<file path="config.mk">
export PLATFORM = sky130hd
export DESIGN_NAME = overlay_ctrl
export DESIGN_NICKNAME = d
export VERILOG_FILES = /design/src/rtl/video_ctrl_pkg.sv /design/src/rtl/sat_counter.sv /design/src/rtl/overlay_ctrl.sv
export SDC_FILE = /design/constraint.sdc
export NUM_CORES = 1
export LEC_CHECK = 0
export BUFFER_PORTS_ARGS = -buffer_cell sky130_fd_sc_hd__buf_4
export CAP_MARGIN = 20
export CORE_MARGIN = 1
export CORE_UTILIZATION = 40
export CTS_BUF_LIST = sky130_fd_sc_hd__clkbuf_8 sky130_fd_sc_hd__clkbuf_16
export DETAILED_ROUTE_END_ITERATION = 7
export GPL_ROUTABILITY_DRIVEN = 0
export HOLD_SLACK_MARGIN = 0.06
export SLEW_MARGIN = 10
export SYNTH_ARGS = -nofsm -noshare
export SYNTH_HDL_FRONTEND = slang
export SYNTH_SLANG_ARGS = --single-unit
</file>
<file path="constraint.sdc">
create_clock -name clk_in -period 1.6 [get_ports clk_in]
set_input_delay 0.32 -clock clk_in [delete_from_list [all_inputs] [get_ports clk_in]]
set_output_delay 0.32 -clock clk_in [all_outputs]
set_load 0.1 [all_outputs]
</file>
<file path="src/rtl/video_ctrl_pkg.sv">
// Shared types for the overlay sequencer: display modes and judgment-flash states.
package video_ctrl_pkg;

  typedef enum logic [1:0] {
    MODE_CAM        = 2'd0,
    MODE_THRESH     = 2'd1,
    MODE_CAM_TGT    = 2'd2,
    MODE_THRESH_TGT = 2'd3
  } mode_t;

  typedef enum logic [1:0] {
    J_IDLE  = 2'd0,
    J_ARMED = 2'd1,
    J_FLASH = 2'd2
  } jstate_t;

endpackage

</file>
<file path="src/rtl/sat_counter.sv">
// Saturating up-counter with clear and zero; clear beats zero beats increment.
module sat_counter #(
  parameter int WIDTH = 8
) (
  input  logic             clk,
  input  logic             rst_n,
  input  logic             inc,
  input  logic             clr,
  input  logic             zero,
  output logic [WIDTH-1:0] count
);

  always_ff @(posedge clk or negedge rst_n) begin
    if (!rst_n) begin
      count <= '0;
    end else if (clr || zero) begin
      count <= '0;
    end else if (inc && (count != {WIDTH{1'b1}})) begin
      count <= count + WIDTH'(1);
    end
  end

endmodule

</file>
<file path="src/rtl/overlay_ctrl.sv">
// Overlay mux sequencer: display mode, target enable and judgment flash, all switched
// only on frame boundaries, plus hit/miss/streak scoring.
module overlay_ctrl
  import video_ctrl_pkg::*;
#(
  parameter int FLASH_FRAMES = 30,
  parameter int SCORE_WIDTH  = 8
) (
  input  logic                   clk_in,
  input  logic                   rst_n_in,
  input  logic                   mode_btn_in,
  input  logic                   new_frame_in,
  input  logic                   game_active_in,
  input  logic                   judge_valid_in,
  input  logic                   judge_correct_in,
  input  logic                   score_clr_in,
  output logic [1:0]             mode_out,
  output logic                   bg_out,
  output logic                   target_out,
  output logic                   judgment_out,
  output logic                   judgment_correct_out,
  output logic [SCORE_WIDTH-1:0] hits_out,
  output logic [SCORE_WIDTH-1:0] misses_out,
  output logic [SCORE_WIDTH-1:0] streak_out
);

  localparam int CW = $clog2(FLASH_FRAMES + 1);

  mode_t         pending_mode;
  jstate_t       jstate;
  logic          pend_correct;
  logic          retrig;
  logic [CW-1:0] cnt;
  logic          jv;

  assign jv = judge_valid_in & game_active_in;

  // Mux selects sample pending_mode before any same-cycle button increment.
  always_ff @(posedge clk_in or negedge rst_n_in) begin
    if (!rst_n_in) begin
      pending_mode <= MODE_CAM;
      mode_out     <= 2'd0;
      bg_out       <= 1'b0;
      target_out   <= 1'b0;
    end else begin
      if (mode_btn_in) pending_mode <= mode_t'(pending_mode + 2'd1);
      if (new_frame_in) begin
        mode_out   <= pending_mode;
        bg_out     <= pending_mode[0];
        target_out <= pending_mode[1] & game_active_in;
      end
    end
  end

  always_ff @(posedge clk_in or negedge rst_n_in) begin
    if (!rst_n_in) begin
      jstate               <= J_IDLE;
      pend_correct         <= 1'b0;
      retrig               <= 1'b0;
      cnt                  <= '0;
      judgment_out         <= 1'b0;
      judgment_correct_out <= 1'b0;
    end else begin
      if (jv) pend_correct <= judge_correct_in;
      case (jstate)
        J_IDLE: begin
          if (jv) jstate <= J_ARMED;
        end
        J_ARMED: begin
          if (new_frame_in) begin
            judgment_out         <= 1'b1;
            judgment_correct_out <= jv ? judge_correct_in : pend_correct;
            cnt                  <= CW'(FLASH_FRAMES);
            jstate               <= J_FLASH;
          end
        end
        J_FLASH: begin
          if (new_frame_in) begin
            retrig <= 1'b0;
            // A judgment landing on the boundary itself is a retrigger too.
            if (retrig || jv) begin
              cnt                  <= CW'(FLASH_FRAMES);
              judgment_correct_out <= jv ? judge_correct_in : pend_correct;
            end else if (cnt == CW'(1)) begin
              judgment_out <= 1'b0;
              jstate       <= J_IDLE;
            end else begin
              cnt <= cnt - CW'(1);
            end
          end else if (jv) begin
            retrig <= 1'b1;
          end
        end
        default: jstate <= J_IDLE;
      endcase
    end
  end

  sat_counter #(.WIDTH(SCORE_WIDTH)) u_hits (
    .clk(clk_in), .rst_n(rst_n_in), .inc(jv & judge_correct_in),
    .clr(score_clr_in), .zero(1'b0), .count(hits_out)
  );

  sat_counter #(.WIDTH(SCORE_WIDTH)) u_misses (
    .clk(clk_in), .rst_n(rst_n_in), .inc(jv & ~judge_correct_in),
    .clr(score_clr_in), .zero(1'b0), .count(misses_out)
  );

  sat_counter #(.WIDTH(SCORE_WIDTH)) u_streak (
    .clk(clk_in), .rst_n(rst_n_in), .inc(jv & judge_correct_in),
    .clr(score_clr_in), .zero(jv & ~judge_correct_in), .count(streak_out)
  );

endmodule

</file>
; ---- Word-level counts from Yosys, hierarchy flattened
; Index checks and enable logic that the tools add are counted.
[word_totals]
inputBits = 8
out_inout_bits = 30
reg_bits = 41
elab_cells = 81
[op_classes]
addsub = 5
bitwise_logic = 5
n_mux = 29
n_reduce_logical = 16
n_eq_ne = 13
[op_table]
columns = op, count
row1 = $mux W8, 6
row2 = $add A8 B1 Y8 const B, 3
row3 = $ne A8 B8 Y1 const B, 3
row4 = $mux W5, 4
row5 = $ne A2 B2 Y1 const B, 6
row6 = $mux W1, 10
row7 = $mux W2, 5
row8 = $pmux W5 S2, 1
row9 = $reduce_and A5 Y1, 2
row10 = $reduce_bool A2 Y1, 5
row11 = $reduce_and A4 Y1, 2
row12 = $pmux W2 S3, 1
row13 = $eq A5 B1 Y1 const B, 1
row14 = $sub A5 B1 Y5 const B, 1
row15 = $and A1 B1 Y1, 4
row16 = $pmux W1 S2, 2
row17 = $logic_and A1 B1 Y1, 3
row18 = $ne A3 B3 Y1 const B, 1
row19 = $add A2 B1 Y2 const B, 1
row20 = $eq A2 B1 Y1 const B, 1
row21 = $eq A2 B2 Y1 const B, 1
row22 = $logic_not A2 Y1, 1
row23 = $logic_or A1 B1 Y1, 2
row24 = $reduce_and A2 Y1, 1
row25 = $not A1 Y1, 1

; ---- Longest topological paths before layout
[depth]
ltp_word = 5
ltp_mapped = 6
ltp_nobuf = 6

; ---- Hierarchy
; Synthesis repeated with hierarchy kept, for this count alone.
[hier_totals]
cells_unflattened = 206
hier_area_um2 = 2132.0
[modules_own_cells]
columns = mod, seq_area_each_um2, instances, cells_each, area_per_inst_um2
row1 = sat_counter, 200.2, 3, 43, 436.7
row2 = overlay_ctrl, 400.4, 1, 77, 822.0

; ---- Worst setup path after synthesis
; OpenSTA, ideal clock, no wires.
[synth_path]
kind = flip-flop to flip-flop
start = register u_misses.count[0]
end = register u_misses.count[0]
period_less_slack_ns = 2.203
path_stages_with_launch = 6
t_required_ns = 1.474
t_arrival_ns = 2.077
setup_ns = 0.126
path_slack_ns = -0.603
path_cell_list = dfrtp_1 -> ha_1 -> nand4b_1 -> o22ai_1 -> buf_2 -> mux2_2
[synth_between]
elab_chain_cells = 3
[synth_rtl]
columns = item, line
row1 = "start, declared", sat_counter.sv:10  ; output logic [WIDTH-1:0] count
row2 = "start signal, assigned", sat_counter.sv:19  ; count <= count + WIDTH'(1);
row3 = $add A8 B1 Y8 / $ne A8 B8 Y1 (equally long branches), "sat_counter.sv:19, sat_counter.sv:18"
row4 = $mux W8 / $logic_and A1 B1 Y1 (equally long branches), sat_counter.sv:18  ; end else if (inc && (count != {WIDTH{1'b1}})) begin
row5 = $mux W8 / $reduce_bool A2 Y1 (equally long branches), -
; Parallel ways exist; a longest one is shown, timed or not. The select of a mux whose other input is x is not followed.
; A chain may end at the register's enable or synchronous reset.

; ---- Final worst setup path
[layout_path]
start = register u_hits.count[0]
end = register u_hits.count[5]
[layout_between]
elab_chain_cells = 3
[layout_rtl]
columns = item, line
row1 = "start, declared", sat_counter.sv:10
row2 = "start signal, assigned", sat_counter.sv:19
row3 = $add A8 B1 Y8 / $ne A8 B8 Y1 (equally long branches), "sat_counter.sv:19, sat_counter.sv:18"
row4 = $mux W8 / $logic_and A1 B1 Y1 (equally long branches), sat_counter.sv:18
row5 = $mux W8 / $reduce_bool A2 Y1 (equally long branches), -
; Parallel ways exist; a longest one is shown, timed or not. The select of a mux whose other input is x is not followed.

==> out/metrics.cfg <==
[status]
status=finished clean

[clocking]
cts-root-buf=clkbuf_8
cts_tree=yes
cts_buffer_depth=2
worstSkewPairLatency_ns=0.29
cts_setup_buffers=0
cts_buffers=5
clk_pin_slew_ns=0.07
h-tree-depth=2
clock_sinks=40

[route]
avgViaCountPerCell=5.24
drt_iter0_drc=52
postRouteAntennaNets=0
drc=0
dr.pass1.iters=4
wl_per_cell_um=13.5
dr_total_vias=1812
drt_wl_total_um=4680

[sta]
finClkSkew_ns=0.00721
layout_min_cycle_time_ns=1.52
fmax_ghz=0.657
drv_slew=0
rsz0062_at_grt=false
tightest_slew_ns=0.503
tns_ns=0
min_period_over_period_pct=95.2
setup_viol=0
max_slew_margin_pct=66.5
layout_setup_ws_ns=0.0772
hold_viol=0

[global_route]
grtUsageTotal_pct=18.2
grt_pass1_vias=1643
antenna_found_initial=0
grt.overflow.total=0
grt_pass1_wl_um=7650
grt_max_degree=41

[logic_synthesis]
synth_seq_cells=40
netlist_area_um2=2140
synth_edf_count=0
synth_cell_type_count=49
synth_top_cell_by_area=dfrtp_1
synth_top_area_share_pct=46.8
ys_seq_area_share_pct=46.8
ys_async_sr_fraction_pct=100
postSynthAreaPerCell_um2=9.64
syn_inst=222
synth_warnings=0
synth_area_leaders=dfrtp_1 47%, nor2_1 4.2%, o21ai_0 4.0%
syn-num-nets=235
synth-main-ff-cell=dfrtp_1

[worst_hold_path]
min_path_type=primary input to flip-flop
min_from=mode_btn_in
whs_path_depth=2
hold_path_end=pending_mode[0]

[worst_setup_path]
crit_arrival_ns=1.73
reg2regPathDepth=4
crit_required_ns=1.81
worstSetupPathType=flip-flop to flip-flop
crit_fanout=4
worstReg2RegEnd=u_hits.count[5]
critPathCaptureType=flip-flop
start_kind=flip-flop
r2r_setup_slack_ns=0.08
r2r_start=u_hits.count[0]

[finish]
layout-drive-gt1-share_pct=37.7
area_growth_pct=31.3
diodes=0
fin_nets=288
fin_util_pct=54.7
nFillCells=497

[die]
fp.dieH_um=75.2
initial_core_util_pct=41.7
die_area_um2=5650
rows=26
chipWidth_um=75.2
ios=38
core-area_um2=5140

[place]
dp_worst_setup_slack_ns=-0.128
dp_hpwl_um=3400
port_buffers=37

[pwr]
sw_frac_of_total_pct=41.7
power.internal_mw=2.00
ir_worst_vdd_uv=988
clkPwrFrac_pct=21.0
power_switching_mw=1.43
p_leak_nw=1.16
combPwrFrac_pct=40.3
power_density_nw_per_um2=1220
p_seq_share_pct=38.7

[flow_run]
max_cap_viol_count=0

-- how the worst max path moves through the flow --
| stage | end | cells after the start | startpoint | slack [ns] |
|---|---|---|---|---|
| 3_5_place_dp | cnt[2] | 6 | cnt[1] | -0.13 |
| 5_1_grt | u_hits.count[6] | 5 | u_hits.count[0] | 0.0009 |
| 4_1_cts | judgment_out | 6 | cnt[1] | 0.08 |
| 2_1_floorplan | u_misses.count[0] | 5 | u_misses.count[1] | -0.07 |
| 6_report | u_hits.count[5] | 4 | u_hits.count[0] | 0.08 |
| 3_3_place_gp | cnt[0] | 6 | cnt[1] | -0.02 |
-- per-stage QoR --
step,power (mW),hold slack [ns],area (µm²),cells
after detailed placement,2.72,0.334,2670,337
after global routing,3.62,0.197,2810,346
after floorplan,2.35,0.0244,2250,222
after CTS,3.46,0.202,2800,346
after global placement,2.70,0.337,2670,337
final,3.43,0.213,2810,346
-- per-layer routing --
metal | part of all wire (%) | global-route usage [%]
met1 | 50 | 24.3
met2 | 45 | 29.0
met3 | 4.0 | 4.28
met4 | 1.4 | 6.79
met5 | 0 | 0
-- layout make-up --
| cell class | instances | area (µm²) | area share, % |
|---|---|---|---|
| clock buffer | 7 | 96.3 | 3.43 |
| multi-input combinational | 168 | 1120 | 39.8 |
| sequential | 40 | 1070 | 38.1 |
| timing repair buffer | 55 | 415 | 14.8 |
| clock inverter | 1 | 3.75 | 0.134 |
| tap | 70 | 87.6 | 3.12 |
| inverter | 5 | 18.8 | 0.668 |
-- what timing repair did --
action / in CTS / in global routing
endpoints found under the setup margin: 6 / 8
hold buffers: 1 / 0
endpoints found under the hold margin: 40 / 0
gates resized for setup: 2 / 3
cloned: 0 / 0
-- logic make-up (layout without fill, tap and decap cells) --
family          after synthesis  count (layout)  share of synthesized area (%)
flops                        40              40                           46.8
buf+inv                      14              68                           4.09
simple gates                 93              93                           22.9
mux                           8               8                           3.97
compound gates               51              51                           14.8
xor+xnor                     11              11                           4.50
fa+ha+maj                     5               5                           2.92
-- power groups by stage --
stage	Sequential [mW]	Combinational (mW)	Clock, mW
after floorplan	1.83	0.522	0
after global placement	1.34	1.36	0
after detailed placement	1.34	1.37	0
after CTS	1.33	1.39	0.747
after global routing	1.35	1.48	0.788
final	1.33	1.38	0.722
-- state kept, by name (all words and copies together), names as in the netlist --
| name | cells |
|---|---|
| u_streak.count | 8 |
| pending_mode | 2 |
| judgment_correct_out | 1 |
| mode_out | 2 |
| cnt | 5 |
| u_hits.count | 8 |
| target_out | 1 |
| u_misses.count | 8 |
| retrig | 1 |
| judgment_out | 1 |
| jstate | 2 |
| pend_correct | 1 |
-- synthesized netlist by cell type, types with 2 or more instances --
| cell type | n |
|---|---|
| xor2_1 | 5 |
| clkbuf_1 | 2 |
| a21oi_1 | 12 |
| nor4_1 | 2 |
| nand2_1 | 19 |
| o211ai_1 | 4 |
| nand2b_1 | 5 |
| nand3_1 | 12 |
| buf_2 | 3 |
| dfrtp_1 | 40 |
| mux2i_1 | 4 |
| ha_1 | 5 |
| clkbuf_8 | 2 |
| o21a_1 | 3 |
| nor3_1 | 2 |
| or3_1 | 3 |
| a31oi_1 | 3 |
| mux2_2 | 4 |
| o21ai_0 | 17 |
| nor2b_1 | 4 |
| and2_1 | 2 |
| xnor2_1 | 6 |
| nand4_1 | 5 |
| and3_1 | 3 |
| o31ai_1 | 3 |
| a311oi_1 | 2 |
| inv_1 | 5 |
| nor2_1 | 24 |
-- critical path, stage by stage (launching register included) --
cell	delay (ns)
dfrtp_4	0.52
ha_4	0.18
and4_1	0.23
or4_1	0.40
a21oi_1	0.13
-- layout by cell type, fill, tap and decap left out, drive strengths merged, types with 2 or more instances in the layout --
| master | n |
|---|---|
| mux2i | 4 |
| o211ai | 4 |
| nand2 | 19 |
| ha | 5 |
| a311oi | 2 |
| a21oi | 12 |
| and4 | 2 |
| and2 | 3 |
| nand4 | 5 |
| nand3 | 13 |
| dfrtp | 40 |
| o31ai | 3 |
| xnor2 | 6 |
| nor2 | 24 |
| nor4 | 2 |
| o21ai | 17 |
| and3 | 3 |
| buf | 54 |
| xor2 | 5 |
| clkbuf | 7 |
| nand2b | 5 |
| o21a | 3 |
| nor3 | 2 |
| inv | 6 |
| mux2 | 4 |
| nor2b | 4 |
| a31oi | 3 |
| or3 | 4 |
Power figures use the tool's default switching activity.
